$ cat src/rtl/fp_adder_driver.sv
// fp_adder_driver: takes one operand pair from an upstream valid/ready stream,
// sends A then B to the double-precision adder over store/acknowledgment
// handshakes, collects SUM and hands it downstream with valid/ready.
// Each adder-facing phase has a cycle budget. If the budget runs out, the
// operation is aborted and a flagged quiet-NaN result is delivered instead.
module fp_adder_driver #(
    parameter int unsigned TIMEOUT_CYCLES = 64,
    parameter int unsigned CNT_WIDTH      = 16
) (
    input  logic                 Clock,
    input  logic                 Reset,
    input  logic                 op_valid,
    output logic                 op_ready,
    input  logic [63:0]          op_a,
    input  logic [63:0]          op_b,
    output logic [63:0]          A,
    output logic                 A_store_bit,
    input  logic                 A_acknowledgment,
    output logic [63:0]          B,
    output logic                 B_store_bit,
    input  logic                 B_acknowledgment,
    input  logic [63:0]          SUM,
    input  logic                 SUM_store_bit,
    output logic                 SUM_acknowledgment,
    output logic                 res_valid,
    input  logic                 res_ready,
    output logic [63:0]          res_sum,
    output logic                 res_err,
    output logic [CNT_WIDTH-1:0] done_count
);

    typedef enum logic [2:0] {
        IDLE     = 3'd0,
        SEND_A   = 3'd1,
        SEND_B   = 3'd2,
        WAIT_SUM = 3'd3,
        HOLD     = 3'd4
    } state_t;

    // The phase counter only has to reach TIMEOUT_CYCLES-1.
    localparam int unsigned TW = (TIMEOUT_CYCLES > 1) ? $clog2(TIMEOUT_CYCLES) : 1;
    localparam logic [TW-1:0] TMO_LAST = TW'(TIMEOUT_CYCLES - 1);
    localparam logic [63:0]   ABORT_VALUE = 64'hFFF8000000000000;

    state_t                 state_q, state_d;
    logic [TW-1:0]          tmo_q, tmo_d;
    logic                   op_ready_q, op_ready_d;
    logic [63:0]            a_q, a_d;
    logic [63:0]            b_q, b_d;
    logic                   a_stb_q, a_stb_d;
    logic                   b_stb_q, b_stb_d;
    logic                   sum_ack_q, sum_ack_d;
    logic                   res_valid_q, res_valid_d;
    logic [63:0]            res_sum_q, res_sum_d;
    logic                   res_err_q, res_err_d;
    logic [CNT_WIDTH-1:0]   cnt_q, cnt_d;

    logic tmo_hit;
    logic abort;
    logic timed;

    // A zero budget means the phase counter never expires.
    assign tmo_hit = (TIMEOUT_CYCLES != 0) && (tmo_q == TMO_LAST);
    assign timed   = (state_q == SEND_A) || (state_q == SEND_B) || (state_q == WAIT_SUM);

    // Next-state and registered-output logic for the handshake sequencer.
    always_comb begin
        state_d     = state_q;
        op_ready_d  = op_ready_q;
        a_d         = a_q;
        b_d         = b_q;
        a_stb_d     = a_stb_q;
        b_stb_d     = b_stb_q;
        sum_ack_d   = sum_ack_q;
        res_valid_d = res_valid_q;
        res_sum_d   = res_sum_q;
        res_err_d   = res_err_q;
        cnt_d       = cnt_q;
        abort       = 1'b0;
        tmo_d       = '0;

        case (state_q)
            IDLE: begin
                if (op_valid && op_ready_q) begin
                    a_d        = op_a;
                    b_d        = op_b;
                    op_ready_d = 1'b0;
                    a_stb_d    = 1'b1;
                    state_d    = SEND_A;
                end
            end
            SEND_A: begin
                // A transfer on the expiry edge takes priority over the abort.
                if (a_stb_q && A_acknowledgment) begin
                    a_stb_d = 1'b0;
                    b_stb_d = 1'b1;
                    state_d = SEND_B;
                end else begin
                    abort = tmo_hit;
                end
            end
            SEND_B: begin
                if (b_stb_q && B_acknowledgment) begin
                    b_stb_d   = 1'b0;
                    sum_ack_d = 1'b1;
                    state_d   = WAIT_SUM;
                end else begin
                    abort = tmo_hit;
                end
            end
            WAIT_SUM: begin
                if (SUM_store_bit && sum_ack_q) begin
                    res_sum_d   = SUM;
                    sum_ack_d   = 1'b0;
                    res_valid_d = 1'b1;
                    res_err_d   = 1'b0;
                    state_d     = HOLD;
                end else begin
                    abort = tmo_hit;
                end
            end
            HOLD: begin
                if (res_ready) begin
                    res_valid_d = 1'b0;
                    res_err_d   = 1'b0;
                    cnt_d       = cnt_q + CNT_WIDTH'(1);
                    op_ready_d  = 1'b1;
                    state_d     = IDLE;
                end
            end
            default: begin
                state_d    = IDLE;
                op_ready_d = 1'b1;
            end
        endcase

        // An abort drops every adder-facing strobe and delivers a flagged qNaN.
        if (abort) begin
            a_stb_d     = 1'b0;
            b_stb_d     = 1'b0;
            sum_ack_d   = 1'b0;
            res_sum_d   = ABORT_VALUE;
            res_err_d   = 1'b1;
            res_valid_d = 1'b1;
            state_d     = HOLD;
        end

        // The phase counter restarts on every state change.
        if (state_d == state_q && timed) begin
            tmo_d = tmo_q + TW'(1);
        end
    end

    // State and output registers with synchronous reset.
    always_ff @(posedge Clock) begin
        if (Reset) begin
            state_q     <= IDLE;
            tmo_q       <= '0;
            op_ready_q  <= 1'b1;
            a_q         <= '0;
            b_q         <= '0;
            a_stb_q     <= 1'b0;
            b_stb_q     <= 1'b0;
            sum_ack_q   <= 1'b0;
            res_valid_q <= 1'b0;
            res_sum_q   <= '0;
            res_err_q   <= 1'b0;
            cnt_q       <= '0;
        end else begin
            state_q     <= state_d;
            tmo_q       <= tmo_d;
            op_ready_q  <= op_ready_d;
            a_q         <= a_d;
            b_q         <= b_d;
            a_stb_q     <= a_stb_d;
            b_stb_q     <= b_stb_d;
            sum_ack_q   <= sum_ack_d;
            res_valid_q <= res_valid_d;
            res_sum_q   <= res_sum_d;
            res_err_q   <= res_err_d;
            cnt_q       <= cnt_d;
        end
    end

    assign op_ready           = op_ready_q;
    assign A                  = a_q;
    assign B                  = b_q;
    assign A_store_bit        = a_stb_q;
    assign B_store_bit        = b_stb_q;
    assign SUM_acknowledgment = sum_ack_q;
    assign res_valid          = res_valid_q;
    assign res_sum            = res_sum_q;
    assign res_err            = res_err_q;
    assign done_count         = cnt_q;

endmodule

$ cat config.mk
export PLATFORM = sky130hd
export DESIGN_NAME = fp_adder_driver
export DESIGN_NICKNAME = d
export VERILOG_FILES = /design/src/rtl/fp_adder_driver.sv
export SDC_FILE = /design/constraint.sdc
export NUM_CORES = 1
export LEC_CHECK = 0
export ABC_AREA = 1
export BUFFER_PORTS_ARGS = -buffer_cell sky130_fd_sc_hd__buf_4
export CAP_MARGIN = 10
export CORE_ASPECT_RATIO = 2
export CORE_MARGIN = 5
export CORE_UTILIZATION = 30
export DETAILED_ROUTE_END_ITERATION = 12
export PLACE_DENSITY_LB_ADDON = 0.15
export SYNTH_ARGS = -nofsm -noshare
export SYNTH_HDL_FRONTEND = slang
export SYNTH_SLANG_ARGS = --single-unit
$ cat constraint.sdc
create_clock -name Clock -period 1.64 [get_ports Clock]
set_clock_uncertainty 0.15 [all_clocks]
set_input_delay 0.328 -clock Clock [delete_from_list [all_inputs] [get_ports Clock]]
set_output_delay 0.328 -clock Clock [all_outputs]
set_load 0.005 [all_outputs]
==> out/qor.yml, run 1 <==
yosys:
  postSynth.asyncResetShare: 0
  synth-seq-cells: 223
  synth_ff_type: "dfxtp_1"
  syn_area_per_cell_um2: 7.85
  ys_warn_count: 0
  syn-instance-count: 1043
  synthesis.area_um2: 8190
  synth_fp_nets: 1244
  ys_seq_area_frac: 0.545
  synth_cell_types: 36
  synth_edf_count: 0
power:
  sw_frac_of_total: 0.258
  power_frac_comb: 0.207
  p_per_area_nw_per_um2: 874
  peakVddDrop_mv: 0.866
  p_leak_nw: 7.05
  cell_internal_pwr_mw: 10.1
  pwr-share-clk: 0.351
  sequentialPowerShare: 0.442
  switchingPower_mw: 3.51
drt:
  postRouteAntennaNets: 0
  routedWlPerCell_um: 17.0
  drt_iter0_markers: 309
  drc: 0
  vias: 9569
  vias_per_cell: 4.61
  wl_um: 35200
  first_pass_iters: 4
finish:
  area.growth.synth_to_final_pct: 90.2
  fillers: 2342
  layout_common_cells: "buf_4 (479), nor2_1 (273), dfxtp_1 (214)"
  layout_commonest_cell: "buf_4"
  drive_gt1_frac: 0.366
  nets: 1914
critical_path:
  worstSetupStartpoint: "state_q[2]$_SDFF_PP0_"
  rrSetupSlack_ps: 10
  arrival_ps: 1910
  crit_path_end: "tmo_q[5]$_SDFF_PP0_"
  rr_startpoint: "state_q[2]$_SDFF_PP0_"
  crit_path_end_kind: "register"
  r2r-end: "tmo_q[5]$_SDFF_PP0_"
  crit_family: "simple AND/OR/NAND/NOR gates"
  worst_ep_required_time_ps: 1920
  path_buf_inv: 2
  criticalPathCategory: "register to register"
  slowest_delay_ps: 390
  crit_fanout: 6
  worstPathCellList: "nor2_4, buf_4, nand2_1, buf_4, nand3_1, nand2_2, nand2_2, nand3_4, nor3_2"
  cp-start-kind: "register"
  r2r_cells: 9
  critical_path_depth: 9
  critPathSlowestCell: "dfxtp_4"
status:
  outcome: "completed"
timing:
  fin_tns_setup_ps: 0
  hold_violations: 0
  relSlewSlack: 0.713
  fmax_mhz: 614
  hold_slack_ps: 25.3
  period_share: 0.993
  fin_ws_ps: 10.9
  min_period_ps: 1630
  tightest_slew_ps: 430
  slew_viol_final: 0
  setup_viol: 0
  rsz0062_at_grt: "yes"
cts:
  cts_buffers: 21
  cts_tree: "yes"
  clk_latency_ps: 500
  clockBufferDepth: 3
  cts.reportedPaths.clkPinSlew_ps: 70
  cts_num_sinks: 223
  clockRootBuffer: "clkbuf_16"
  htreeDepth: 1
global_routing:
  grt-ovfl-total: 0
  grt_util_all_layers: 0.198
  use_met2: 0.380
  grt_busiest_layer: "met2"
  grt_max_degree: 45
  antenna_found_initial: 0
  met1_usage: 0.200
  grt_pass1_vias: 9652
  grt_pass1_wl_um: 50200
  use_met3: 0.0504
place:
  gp_congestion: 0.814
  hpwl_um: 23000
  numPortBuffers: 412
  place_ws_ps: -171
floorplanning:
  start_util: 0.304
  die_h_um: 244
  ios: 413
  fp-row-count: 85
  core_um2: 26900
  die_x_um: 127
  die_area_um2: 30900
run:
  cap_violations: 0
hold_path:
  hp-class: "input port to register"
layout make-up:
cell class                      count  area, µm²  share of cell area
Timing Repair Buffer              711       6330               0.406
Sequential cell                   223       4480               0.288
Multi-Input combinational cell    729       3520               0.226
Clock buffer                       30        599              0.0385
Tap cell                          348        435              0.0280
Inverter                           26        136             0.00876
Clock inverter                      5       50.0             0.00321
Timing Repair inverter              1       16.3             0.00104
Antenna cell                        2       5.00            0.000321
per-stage QoR:
stage | util | cell area, µm² | power, mW | cells
floorplan | - | 8190 | 6.84 | 1043
global placement | 0.451 | 12100 | 8.26 | 1819
detailed placement | 0.451 | 12100 | 8.27 | 1819
CTS | 0.549 | 14800 | 13.5 | 2046
global route | 0.579 | 15600 | 14.3 | 2073
finish | 0.579 | 15600 | 13.6 | 2075
power by group through the flow:
stage | Combinational [mW] | Sequential, mW | Clock [mW]
2_1_floorplan | 0.710 | 6.13 | 0
3_3_place_gp | 2.15 | 6.11 | 0
3_5_place_dp | 2.16 | 6.11 | 0
4_1_cts | 2.56 | 6.01 | 4.96
5_1_grt | 3.06 | 6.06 | 5.15
6_report | 2.82 | 6.02 | 4.78
synthesized netlist by cell type (2+ instances only):
cell	n	area share
nor2_2	3	0.0023
o21ai_1	2	0.0012
buf_6	8	0.011
nor3_1	14	0.0086
o21ai_0	135	0.083
buf_2	25	0.015
a31oi_1	2	0.0015
nand3_2	4	0.0049
nor2_4	2	0.0028
a21oi_1	93	0.057
nand3_1	14	0.0086
buf_4	7	0.0064
nand2_2	9	0.0069
dfxtp_1	223	0.55
ha_1	2	0.0031
nand2_4	2	0.0028
inv_2	3	0.0014
inv_1	22	0.010
nor2_1	277	0.13
clkbuf_1	24	0.011
xnor2_1	4	0.0043
nand2_1	154	0.071
sequential cells by signal, indices dropped and copies added (netlist names), 3 cells and up:
| register | cells |
|---|---|
| A | 64 |
| B | 64 |
| done_count | 16 |
| res_sum | 64 |
| state_q | 3 |
| tmo_q | 6 |
worst register-to-register path: stages (launching register included):
cell     delay (ps)
dfxtp_4         390
nor2_4          130
buf_4           120
nand2_1          70
buf_4           140
nand3_1         100
nand2_2          80
nand2_2          90
nand3_4         120
nor3_2          180
worst min path at each step:
stage                                   startpoint                         end  slack, ps  cells after the start
after floorplan                tmo_q[0]$_SDFF_PP0_         tmo_q[0]$_SDFF_PP0_        280                      1
after global placement    res_sum[62]$_SDFFE_PP0P_    res_sum[62]$_SDFFE_PP0P_        300                      2
after detailed placement  res_sum[52]$_SDFFE_PP0P_    res_sum[52]$_SDFFE_PP0P_        300                      2
after CTS                                    Reset       state_q[1]$_SDFF_PP0_          2                      3
after global routing                         Reset  done_count[1]$_SDFFE_PP0P_          3                      3
final                                        Reset  done_count[1]$_SDFFE_PP0P_         30                      3
what timing repair did:
action	CTS	global route
hold endpoints to repair	192	0
setup endpoints to repair	89	194
resized for setup	16	96
gates cloned	0	19
hold buffers	192	0
pin swaps	1	28
buffers inserted	0	8
metal layers:
metal / vias to the layer above / part of all wire
li1: 4709 / -
met1: 4389 / 0.34
met2: 391 / 0.54
met3: 80 / 0.075
met4: 0 / 0.039
met5: - / 0
kinds of logic (layout without fill, tap and decap cells):
group / count (synthesis) / count (layout) / synth area share
AO/OA/AOI/OAI: 236 / 236 / 0.146
XOR/XNOR: 5 / 5 / 0.00535
adder cells (fa/ha/maj): 2 / 2 / 0.00306
buffers and inverters: 91 / 773 / 0.0569
flip-flops: 223 / 223 / 0.545
other: 0 / 2 / 0
AND/OR/NAND/NOR: 486 / 486 / 0.243
(Power assumes the default switching activity.)
==> run 2: changes to the inputs <==
==> constraint.sdc (replaced) <==
create_clock -name Clock -period 1.64 [get_ports Clock]
set_clock_uncertainty 0.15 [all_clocks]
set_input_delay 0.082 -clock Clock [delete_from_list [all_inputs] [get_ports Clock]]
set_output_delay 0.082 -clock Clock [all_outputs]
set_load 0.005 [all_outputs]
==> run 2 against run 1 <==
Compared with the run above: worst setup slack better by 20 ps; critical path type unchanged; highest routed layer unchanged; largest cell class unchanged; critical endpoint is now res_sum[21]$_SDFFE_PP0P_; count of clock-buffer cells in the layout grew 3; cell count is essentially flat; combinational power is 3% higher; critical path depth fell by 1; register-to-register slack gained 20 ps; worst hold slack better by 140 ps; maximum frequency up 1.2%; power grew 3.7%; first-iteration DRC count grew 17%; clock power up 8.4%.
==> out/qor.yml, run 2 (synthesis results as in run 1) <==
critical_path:
  crit_path_end_kind: "register"
  worst_ep_required_time_ps: 1920  # about the same
  criticalPathCategory: "register to register"
  path_buf_inv: 3  # +1
  worstPathCellList: "buf_4, nand3_1, nand3_2, nand2_4, buf_12, nand2_4, buf_12, a21oi_1"
  crit_fanout: 6  # unchanged
  slowest_delay_ps: 360  # -30 ps
  cp-start-kind: "register"
  arrival_ps: 1890  # -20 ps
  crit_family: "buffers and inverters"
  critPathSlowestCell: "dfxtp_4"
power:
  p_per_area_nw_per_um2: 902  # +3.2%
  peakVddDrop_mv: 1.07  # +24%
  p_leak_nw: 7.07  # +0.34%
floorplanning:
  core_um2: 26900  # unchanged
  start_util: 0.304  # unchanged
  die_h_um: 244  # unchanged
  fp-row-count: 85  # unchanged
  ios: 413  # unchanged
  die_area_um2: 30900  # unchanged
  die_x_um: 127  # unchanged
cts:
  cts_buffers: 22  # +4.8%
  cts_num_sinks: 223  # unchanged
  cts.reportedPaths.clkPinSlew_ps: 70  # about the same
  clockRootBuffer: "clkbuf_16"
  htreeDepth: 1  # unchanged
  cts_tree: "yes"
  clk_latency_ps: 510  # about the same
  clockBufferDepth: 3  # unchanged
finish:
  final_util: 0.582  # +0.00279
  nets: 1914  # unchanged
  fillers: 2334  # -0.34%
  seq_area_um2: 4480  # about the same
  layout_commonest_cell: "buf_4"
  layout_common_cells: "buf_4 (470), nor2_1 (267), dfxtp_1 (215)"
  antenna_cells: 0  # -2
  drive_gt1_frac: 0.372  # +0.00667
  stdcell_count: 2077  # +0.096%
  multiInputGateArea_um2: 3560  # +1.2%
  area.growth.synth_to_final_pct: 91.2
timing:
  slew_viol_final: 0  # unchanged
  fin_ws_ps: 30.8  # +19.9 ps
  hold_slack_ps: 167  # +142 ps
  min_period_ps: 1610  # -19.9 ps
  period_share: 0.981  # -0.0122
  rsz0062_at_grt: "yes"
  setup_viol: 0  # unchanged
  relSlewSlack: 0.797  # +0.0848
  hold_violations: 0  # unchanged
  tightest_slew_ps: 302  # -129 ps
  fin_tns_setup_ps: 0  # unchanged
  fmax_mhz: 621  # +1.2%
global_routing:
  grt_pass1_vias: 9802  # +1.6%
  grt_pass1_wl_um: 51700  # +2.9%
  grt-ovfl-total: 0  # unchanged
  grt_util_all_layers: 0.204  # +0.00637
  use_met2: 0.384  # +0.00406
  antenna_found_initial: 0  # unchanged
  grt_max_degree: 55  # +22%
  use_met3: 0.0491  # -0.00132
  met1_usage: 0.209  # +0.00952
  grt_busiest_layer: "met2"
run:
  cap_violations: 0  # unchanged
place:
  hpwl_um: 23300  # +1.2%
  numPortBuffers: 412  # unchanged
  gp_congestion: 0.834  # +2.4%
  place_ws_ps: -57.8  # +113 ps
  placed_cells: 1816  # -0.16%
drt:
  vias_per_cell: 4.58  # -0.58%
  routedWlPerCell_um: 16.9  # -0.48%
  vias: 9523  # -0.48%
  drt_iter0_markers: 362  # +17%
  postRouteAntennaNets: 0  # unchanged
  drc: 0  # unchanged
  wl_um: 35100  # -0.38%
  first_pass_iters: 4  # unchanged
hold_path:
  hp-class: "input port to register"
status:
  outcome: "completed"
[run 2: routing by layer]
metal,vias up,wire [µm]
met5,-,0
met4,0,1480
met3,75,2430
met2,366,18900
met1,4367,12300
li1,4715,-
[run 2: report_power, final]
part / switching, mW / leakage (nW) / internal, mW / total (mW)
Sequential: 0.227 / 1.83 / 5.81 / 6.03
Combinational: 1.25 / 4.88 / 1.67 / 2.91
Clock: 2.21 / 0.363 / 2.96 / 5.18
Total: 3.68 / 7.07 / 10.4 / 14.1
[run 2: per-stage QoR]
step	cell area, µm²	total power [mW]
final	15700	14.1
after global routing	15700	14.8
after CTS	14900	13.9
after detailed placement	12100	8.27
after global placement	12100	8.26
after floorplan	8190	6.84
[run 2: area by class of cell]
cell class,instances,share of cell area
Clock buffer,33,0.0424
Clock inverter,7,0.00432
Inverter,26,0.00768
Multi-Input combinational cell,730,0.228
Sequential cell,223,0.286
Tap cell,348,0.0278
Timing Repair Buffer,710,0.404
[run 2: worst paths after layout]
check,start,end,slack (ps),cells after the start
worst max register to register,state_q[1]$_SDFF_PP0_,res_sum[21]$_SDFFE_PP0P_,30,8
worst max-delay path,state_q[1]$_SDFF_PP0_,res_sum[21]$_SDFFE_PP0P_,30,8
worst min-delay path,op_a[19],A[19]$_SDFFE_PP0P_,170,4
worst min register to register,res_sum[1]$_SDFFE_PP0P_,res_sum[1]$_SDFFE_PP0P_,310,2
[run 2: worst reg2reg max path, delay by kind of cell, from the launching register on]
family	cells	cell delay, ps
buffers and inverters	3	460
AOI/OAI and AO/OA	1	140
DFF	1	360
and+or+nand+nor	4	430
[run 2: repair_timing]
| action | in CTS | in global routing |
|---|---|---|
| hold endpoints to repair | 223 | 0 |
| cloned | 1 | 15 |
| setup endpoints to repair | 184 | 204 |
| resized for setup | 16 | 124 |
| buffers inserted | 0 | 9 |
| hold buffers | 198 | 0 |
| pin swaps | 1 | 42 |
==> run 3: changes to the inputs <==
--- a/config.mk
+++ b/config.mk
@@ -5,9 +5,10 @@
 export SDC_FILE = /design/constraint.sdc
 export NUM_CORES = 1
 export LEC_CHECK = 0
-export ABC_AREA = 1
 export BUFFER_PORTS_ARGS = -buffer_cell sky130_fd_sc_hd__buf_4
 export CAP_MARGIN = 10
+export CELL_PAD_IN_SITES_DETAIL_PLACEMENT = 1
+export CELL_PAD_IN_SITES_GLOBAL_PLACEMENT = 1
 export CORE_ASPECT_RATIO = 2
 export CORE_MARGIN = 5
 export CORE_UTILIZATION = 30
==> constraint.sdc (replaced) <==
create_clock -name Clock -period 2 [get_ports Clock]
set_clock_uncertainty 0.15 [all_clocks]
set_input_delay 0.1 -clock Clock [delete_from_list [all_inputs] [get_ports Clock]]
set_output_delay 0.1 -clock Clock [all_outputs]
set_load 0.005 [all_outputs]
==> run 3 against run 2 <==
Compared with the run above: cell area is 5.9% lower; sequential share of layout area grew 1.7 points; wire length rose by 5.9%; worst setup slack improved by 14 ps; sequential power fell by 13%; area after synthesis is essentially flat; sequential cell count unchanged; core utilization is 3.4 points lower; largest cell class unchanged; maximum frequency shrank 18%; non-clock buffer count down 49; via count is 1.4% lower; combinational power up 22%.
==> out/qor.yml, run 3 <==
yosys:
  synth-seq-cells: 223  # unchanged
  synth_ff_type: "dfxtp_1"
  synth_fp_nets: 1190  # -4.3%
  synthesis.area_um2: 8190  # about the same
  synth_area_leaders: "dfxtp_1 (55%), nand2_1 (17%), a21oi_1 (12%)"
  syn_area_per_cell_um2: 8.28  # +5.4%
  ys_seq_area_frac: 0.545  # about the same
  ys_warn_count: 0  # unchanged
  synth_area_leader_cell: "dfxtp_1"
  yosysMostFrequentCell: "nand2_1"
  synth.top_cell.area_share: 0.545  # about the same
  synth_edf_count: 0  # unchanged
  postSynth.asyncResetShare: 0  # unchanged
  syn-instance-count: 989  # -5.2%
  synth_cell_types: 47  # +31%
  ys_top_cells_by_count: "nand2_1 (371), dfxtp_1 (223), a21oi_1 (189)"
place:
  gp_congestion: 0.786  # -5.8%
  numPortBuffers: 412  # unchanged
  place_ws_ps: -36.1  # +21.6 ps
  hpwl_um: 23600  # +1.0%
global_routing:
  met1_usage: 0.219  # +0.00988
  use_met3: 0.0585  # +0.00943
  grt-ovfl-total: 0  # unchanged
  grt_max_degree: 56  # +1.8%
  grt_busiest_layer: "met2"
  antenna_found_initial: 0  # unchanged
  use_met2: 0.424  # +0.0396
  grt_pass1_wl_um: 55500  # +7.4%
  grt_util_all_layers: 0.222  # +0.0185
  grt_pass1_vias: 10200  # +4.2%
cts:
  clk_latency_ps: 510  # about the same
  htreeDepth: 1  # unchanged
  cts_buffers: 22  # unchanged
  clockBufferDepth: 3  # unchanged
  cts_tree: "yes"
  cts_num_sinks: 223  # unchanged
  clockRootBuffer: "clkbuf_16"
  cts.reportedPaths.clkPinSlew_ps: 70  # about the same
timing:
  tightest_slew_ps: 413  # +112 ps
  relSlewSlack: 0.723  # -0.0740
  setup_viol: 0  # unchanged
  period_share: 0.978  # -0.00354
  fin_tns_setup_ps: 0  # unchanged
  slew_viol_final: 0  # unchanged
  hold_slack_ps: 239  # +71.7 ps
  min_period_ps: 1960  # +346 ps
  fin_ws_ps: 44.7  # +13.9 ps
  hold_violations: 0  # unchanged
  fmax_mhz: 511  # -18%
critical_path:
  r2r_cells: 7  # -1
  crit_path_end_kind: "register"
  worst_ep_required_time_ps: 2250  # +330 ps
  cp-start-kind: "register"
  crit_fanout: 13  # +7
  arrival_ps: 2200  # +310 ps
  criticalPathCategory: "register to register"
hold_path:
  hold_depth: 4  # unchanged
  hp-class: "input port to register"
power:
  p_leak_nw: 6.34  # -10%
  p_per_area_nw_per_um2: 903  # about the same
  totalPowerFinal_mw: 13.3  # -5.9%
  peakVddDrop_mv: 0.654  # -39%
floorplanning:
  ios: 413  # unchanged
  die_x_um: 127  # about the same
  core_um2: 26900  # unchanged
  die_area_um2: 30900  # about the same
  fp-row-count: 85  # unchanged
  die_h_um: 244  # about the same
  start_util: 0.304  # about the same
finish:
  layout_commonest_cell: "buf_4"
  area.growth.synth_to_final_pct: 79.9
  fillers: 3125  # +34%
  drive_gt1_frac: 0.324  # -0.0488
  nets: 1805  # -5.7%
  antenna_cells: 0  # unchanged
  layout_common_cells: "buf_4 (446), nand2_1 (370), dfxtp_1 (219)"
run:
  cap_violations: 0  # unchanged
drt:
  routedWlPerCell_um: 18.9  # +12%
  wl_um: 37200  # +5.9%
  drc: 0  # unchanged
  first_pass_iters: 4  # unchanged
  vias_per_cell: 4.77  # +4.1%
  postRouteAntennaNets: 0  # unchanged
  vias: 9385  # -1.4%
  drt_iter0_markers: 224  # -38%
status:
  outcome: "completed"
==> run 3: final cells by class <==
class | instances | area (µm²) | area share
inverter | 2 | 7.51 | 0.000510
clock buffer | 31 | 666 | 0.0452
clock inverter | 8 | 118 | 0.00799
multi-input combinational | 694 | 3350 | 0.228
sequential | 223 | 4470 | 0.304
timing repair buffer | 661 | 5680 | 0.386
tap | 348 | 435 | 0.0296
==> run 3: worst max-delay path, stage by stage (launching register included) <==
cell       delay, ps
dfxtp_1          350
ha_2             200
and4_1           210
and4bb_2         300
a2bb2oi_4        200
buf_12           160
clkbuf_16        190
a21oi_1           60
==> run 3: power by group <==
group | leakage [nW] | internal (mW) | total [mW] | switching (mW)
clock network | 0.387 | 2.71 | 4.51 | 1.80
logic | 4.14 | 1.80 | 3.56 | 1.77
registers | 1.81 | 4.90 | 5.23 | 0.322
==> run 3: stage by stage <==
stage	instance area, µm²	instances	utilization
5_1_grt	14700	1967	0.547
6_report	14700	1967	0.547
4_1_cts	14600	1957	0.542
3_5_place_dp	11800	1718	0.438
3_3_place_gp	11800	1718	0.438
2_1_floorplan	8190	989	-
==> run 3: kinds of logic after synthesis <==
family	after synthesis	share of synthesized area
AOI/OAI and AO/OA	218	0.139
xor gates and xnor gates	13	0.0139
adders and majority gates	2	0.00306
buffers and inverters	73	0.0497
DFF	223	0.545
muxes	16	0.0205
and+or+nand+nor	444	0.229
==> run 3: worst paths after layout <==
kind                             from                        to  slack (ps)
hold reg to reg   tmo_q[0]$_SDFF_PP0_       tmo_q[0]$_SDFF_PP0_         280
setup reg to reg  tmo_q[1]$_SDFF_PP0_  res_sum[38]$_SDFFE_PP0P_          40
setup / recovery  tmo_q[1]$_SDFF_PP0_  res_sum[38]$_SDFFE_PP0P_          40
hold / removal               op_a[18]        A[18]$_SDFFE_PP0P_         240
==> run 3: layer usage <==
metal	vias up	wire, µm
met5	-	0
met4	0	1810
met3	95	2760
met2	379	20100
met1	4453	12500
li1	4458	-
==> run 3: what timing repair did <==
item                                   in CTS  in global routing
cloned                                      0                  5
resized for setup                           2                  3
buffers inserted                            2                  5
setup endpoints to repair                  63                 76
pin swaps                                   1                  2
hold buffers                              198                  0
endpoints found under the hold margin     210                  0
